<file path="src/rtl/nios2_oci_dct_pkg.sv">
// Shared constants, state encoding and atom codes for the OCI DCT frame packer.
package nios2_oci_dct_pkg;

  localparam int unsigned ATOM_W = 2;
  localparam int unsigned DEPTH  = 15;
  // dct_count must be able to hold DEPTH: 2**CNT_W > DEPTH.
  localparam int unsigned CNT_W  = 4;
  localparam int unsigned BUF_W  = ATOM_W * DEPTH;

  typedef enum logic [1:0] {
    FILL,
    EMIT,
    DONE
  } dct_state_t;

  localparam logic [ATOM_W-1:0] ATOM_NOP       = 2'b00;
  localparam logic [ATOM_W-1:0] ATOM_TAKEN     = 2'b01;
  localparam logic [ATOM_W-1:0] ATOM_NOT_TAKEN = 2'b10;
  localparam logic [ATOM_W-1:0] ATOM_INDIRECT  = 2'b11;

endpackage

</file>
<file path="src/rtl/nios2_oci_sat_counter.sv">
// Saturating event counter with synchronous clear; holds at all-ones.
module nios2_oci_sat_counter #(
  parameter int unsigned Width = 16
) (
  input  logic             clk,
  input  logic             clear,
  input  logic             incr,
  output logic [Width-1:0] count
);

  logic [Width-1:0] count_q;

  always_ff @(posedge clk) begin
    if (clear) begin
      count_q <= '0;
    end else if (incr && (count_q != {Width{1'b1}})) begin
      count_q <= count_q + 1'b1;
    end
  end

  assign count = count_q;

endmodule

</file>
<file path="src/rtl/nios2_oci_dct_packer.sv">
// Packs 2-bit trace atoms into 30-bit DCT frames with valid/ready output and end-of-test flush.
// Optional NIOS2_OCI_DCT_DROP_EN: never stall upstream; count atoms discarded outside FILL.
module nios2_oci_dct_packer
  import nios2_oci_dct_pkg::*;
(
  input  logic              clk,
  input  logic              reset,
  input  logic              atom_valid,
  input  logic [ATOM_W-1:0] atom_data,
  output logic              atom_ready,
  input  logic              test_ending,
  output logic              frame_valid,
  input  logic              frame_ready,
  output logic [BUF_W-1:0]  dct_buffer,
  output logic [CNT_W-1:0]  dct_count,
  output logic              test_has_ended,
  output logic [15:0]       drop_count
);

  dct_state_t       state_q, state_d;
  logic [BUF_W-1:0] buf_q, buf_d;
  logic [CNT_W-1:0] cnt_q, cnt_d;
  logic             flush_q, flush_d;

  logic             in_fill;
  logic             accept;
  logic             flush_req;
  logic [CNT_W-1:0] cnt_inc;

  assign in_fill   = (state_q == FILL);
  assign accept    = atom_valid & in_fill;
  assign flush_req = flush_q | test_ending;
  assign cnt_inc   = cnt_q + CNT_W'(accept);

  always_comb begin
    state_d = state_q;
    buf_d   = buf_q;
    cnt_d   = cnt_q;
    flush_d = flush_req;
    unique case (state_q)
      FILL: begin
        if (accept) begin
          buf_d = {buf_q[BUF_W-ATOM_W-1:0], atom_data};
          cnt_d = cnt_inc;
        end
        // A same-cycle accept is counted before deciding whether a flush has anything to send.
        if (cnt_inc == CNT_W'(DEPTH)) begin
          state_d = EMIT;
        end else if (flush_req) begin
          state_d = (cnt_inc != '0) ? EMIT : DONE;
        end
      end
      EMIT: begin
        if (frame_ready) begin
          buf_d   = '0;
          cnt_d   = '0;
          state_d = flush_req ? DONE : FILL;
        end
      end
      DONE: begin
        state_d = DONE;
      end
      default: begin
        state_d = FILL;
      end
    endcase
  end

  always_ff @(posedge clk) begin
    if (reset) begin
      state_q <= FILL;
      buf_q   <= '0;
      cnt_q   <= '0;
      flush_q <= 1'b0;
    end else begin
      state_q <= state_d;
      buf_q   <= buf_d;
      cnt_q   <= cnt_d;
      flush_q <= flush_d;
    end
  end

  assign frame_valid    = (state_q == EMIT) & ~reset;
  assign test_has_ended = (state_q == DONE) & ~reset;
  assign dct_buffer     = buf_q;
  assign dct_count      = cnt_q;

`ifdef NIOS2_OCI_DCT_DROP_EN
  logic drop_incr;

  assign atom_ready = 1'b1;
  assign drop_incr  = atom_valid & ~in_fill & ~reset;

  nios2_oci_sat_counter #(
    .Width(16)
  ) u_drop_counter (
    .clk  (clk),
    .clear(reset),
    .incr (drop_incr),
    .count(drop_count)
  );
`else
  assign atom_ready = in_fill & ~reset;
  assign drop_count = '0;
`endif

endmodule

</file>
<file path="config.mk">
export PLATFORM = sky130hd
export DESIGN_NAME = nios2_oci_dct_packer
export DESIGN_NICKNAME = d
export VERILOG_FILES = /design/src/rtl/nios2_oci_dct_pkg.sv /design/src/rtl/nios2_oci_sat_counter.sv /design/src/rtl/nios2_oci_dct_packer.sv
export SDC_FILE = /design/constraint.sdc
export NUM_CORES = 1
export LEC_CHECK = 0
export CELL_PAD_IN_SITES_DETAIL_PLACEMENT = 1
export CELL_PAD_IN_SITES_GLOBAL_PLACEMENT = 1
export CORE_MARGIN = 2
export CORE_UTILIZATION = 26
export DETAILED_ROUTE_END_ITERATION = 6
export HOLD_SLACK_MARGIN = 0.15
export PLACE_DENSITY = 0.65
export SLEW_MARGIN = 20
export SYNTH_ARGS = -nofsm -noshare
export SYNTH_HDL_FRONTEND = slang
export SYNTH_SLANG_ARGS = --single-unit
</file>
<file path="constraint.sdc">
create_clock -name clk -period 2.69 [get_ports clk]
set_clock_uncertainty 0.15 [all_clocks]
set_input_delay 0.4035 -clock clk [delete_from_list [all_inputs] [get_ports clk]]
set_output_delay 0.4035 -clock clk [all_outputs]
set_load 0.03 [all_outputs]
</file>
==> results.json <==
{
  "htree_num_levels": 2,
  "numCtsBuffers": 5,
  "rsz0062_at_grt": "false",
  "synth_cells": 163,
  "grt_first_pass_wirelength_um": 6175,
  "hpwl_um": 2438,
  "finalHoldViolCount": 0,
  "rows": 27,
  "startpoint": "atom_valid",
  "drt.antenna.violating_nets": 0,
  "cp_data_required_time_ns": 2.70,
  "tightest_slew_ns": 0.6574,
  "rrSetupSlack_ns": 0.42,
  "hold_path_class": "flip-flop to flip-flop",
  "fill_cells": 676,
  "crit_fanout": 2,
  "yosys_warnings": 0,
  "synth_top_area_cell": "dfxtp_1",
  "slew_violations": 0,
  "io_pins": 60,
  "p_leak_nw": 0.7614,
  "r2r_start": "state_q[0]$_SDFFE_PP0P_",
  "crit_end": "state_q[1]$_SDFFE_PP0P_",
  "p_per_area_mw_per_mm2": 744.0,
  "period_needed_ns": 2.407,
  "cts_root_buf": "clkbuf_8",
  "grt_max_degree": 35,
  "cts_buffer_depth": 2,
  "grt_pass1_vias": 1331,
  "seq_area_frac_synth": 0.4825,
  "clock_sinks": 37,
  "timing.fmax_ghz": 0.4155,
  "setup_viol_count_final": 0,
  "routed_wirelength_um": 3642,
  "timing.final.crit_share": 0.8948,
  "end_kind": "flip-flop",
  "syn_area_mm2": 0.001535,
  "critPathArrivalTime_ns": 2.42,
  "max_cap_violations": 0,
  "r2r_cells": 7,
  "outcome": "finished, final reports clean",
  "start_kind": "input pin",
  "antenna_found_initial": 0,
  "drcViolationCount": 0,
  "wl_per_cell_um": 13.10,
  "tritoncts": "done",
  "nets": 214,
  "hold_buffers": 0,
  "die-area_mm2": 0.006535,
  "ir_drop_uv": 256.5,
  "synthTopCellsByArea": "dfxtp_1 (48%), a22oi_1 (16%), buf_4 (8.8%)",
  "gr-usage-all-layers": 0.1212,
  "drt-vias-per-instance": 4.612,
  "path_clk_slew_ns": 0.07,
  "initial_core_util": 0.2738,
  "first_pass_iters": 6,
  "p_total_mw": 1.530,
  "area_growth_pct": 33.90,
  "diodes": 0,
  "overflow": 0,
  "drive_above_1_share": 0.09709,
  "drt_iter0_markers": 45,
  "relSlewSlack": 0.5617,
  "gp_congestion": 0.7356,
  "die-height_um": 80.84,
  "avgSynthCellArea_um2": 9.419,
  "synthDistinctLibCells": 27,
  "portBuffers": 43,
  "synth_top_cell_area_share": 0.4825,
  "ys_ff_latch": 37,
  "fin_setup_tns_ns": 0,
  "cts_setup_buffers": 0,
  "r2r-end": "state_q[1]$_SDFFE_PP0P_",
  "die_x_um": 80.84,
  "post_cts_resized": 0,
  "clk_latency_ns": 0.28,
  "placeableCoreArea_mm2": 0.005608,
  "path_class": "input pin to flip-flop",
  "via_count": 1282
}
[metrics by stage]
stage	hold slack [ns]	std cells	setup WS [ns]	cell area (um^2)	util
after floorplan	0.3059	178	0.2813	1592	-
after global placement	0.3280	270	-0.03747	1933	0.3447
after detailed placement	0.3331	270	-0.1029	1933	0.3447
after CTS	0.3465	278	0.1932	2049	0.3655
after global routing	0.3605	278	0.06534	2056	0.3666
final	0.3425	278	0.2830	2056	0.3666
[power by group]
| part | switching [mW] | total (mW) | internal (mW) |
|---|---|---|---|
| logic | 0.273 | 0.417 | 0.144 |
| clock network | 0.190 | 0.492 | 0.302 |
| registers | 0.0448 | 0.620 | 0.575 |
[sequential cells by signal, summed over array words and instances (netlist names)]
register    cells
dct_buffer     30
dct_count       4
flush_q         1
state_q         2
[worst max-delay path, cell delays in order]
cell	delay [ns]
clkdlybuf4s50_1	0.47
or3b_4	0.38
inv_2	0.07
ha_1	0.15
ha_1	0.25
nor4_2	0.26
a221oi_1	0.11
a2111oi_0	0.32
[synth_stat cells]
| cell | number |
|---|---|
| dfxtp_1 | 37 |
| nor2_1 | 36 |
| a22oi_1 | 32 |
| buf_4 | 18 |
| buf_6 | 5 |
| clkbuf_1 | 4 |
| a21oi_1 | 3 |
| buf_2 | 2 |
| ha_1 | 2 |
| nand3_1 | 2 |
| nor3_1 | 2 |
| nor3b_1 | 2 |
| nor4_1 | 2 |
| o21ai_0 | 2 |
| xor2_1 | 2 |
| a2111oi_0 | 1 |
| a211oi_1 | 1 |
| a221oi_1 | 1 |
| and2_1 | 1 |
| conb_1 | 1 |
| inv_2 | 1 |
| mux2i_1 | 1 |
| nand3b_1 | 1 |
| o21a_1 | 1 |
| or2_2 | 1 |
| or3_1 | 1 |
| or3b_4 | 1 |
[cells by family (layout without fill, tap and decap cells)]
family / Yosys count / count (layout) / share of synthesized area
DFF: 37 / 37 / 0.4825
other: 1 / 16 / 0.002443
xor gates and xnor gates: 2 / 2 / 0.01141
adders and majority gates: 2 / 2 / 0.01630
AOI/OAI and AO/OA: 41 / 41 / 0.1940
buffers and inverters: 30 / 58 / 0.1434
and+or+nand+nor: 49 / 49 / 0.1434
muxes: 1 / 1 / 0.006520
[cells in the final DEF (no fill, tap or decap), types with 2 or more instances in the layout]
master           netlist  layout
nor3_1                 2       2
clkdlybuf4s50_1        0      40
conb_1                 1      16
nand3_1                2       2
dfxtp_1               37      37
buf_4                 18       9
clkbuf_8               0       6
a22oi_1               32      32
ha_1                   2       2
o21ai_0                2       2
xor2_1                 2       2
nor2_1                36      36
nor3b_1                2       2
a21oi_1                3       3
[how the worst min path moves through the flow]
stage	startpoint	end	slack (ns)	depth (start not counted)
after floorplan	flush_q$_SDFF_PP0_	flush_q$_SDFF_PP0_	0.31	2
after global placement	flush_q$_SDFF_PP0_	flush_q$_SDFF_PP0_	0.33	2
after detailed placement	flush_q$_SDFF_PP0_	flush_q$_SDFF_PP0_	0.33	2
after CTS	flush_q$_SDFF_PP0_	flush_q$_SDFF_PP0_	0.35	2
after global routing	flush_q$_SDFF_PP0_	flush_q$_SDFF_PP0_	0.36	2
final	flush_q$_SDFF_PP0_	flush_q$_SDFF_PP0_	0.34	2
[per-layer routing]
metal,share of wire,wire length [um],GRT usage
met1,0.46,1692,0.1522
met2,0.47,1728,0.1983
met3,0.049,180,0.03556
met4,0.011,40,0.04068
met5,0,0,0
[layout make-up]
class / count / area, um^2 / area share
Clock buffer: 7 / 86.33 / 0.04200
Clock inverter: 1 / 30.03 / 0.01461
Inverter: 1 / 3.754 / 0.001826
Multi-Input combinational cell: 111 / 636.9 / 0.3098
Sequential cell: 37 / 740.7 / 0.3603
Tap cell: 72 / 90.09 / 0.04382
Timing Repair Buffer: 49 / 467.9 / 0.2276
(Power assumes the default switching activity.)
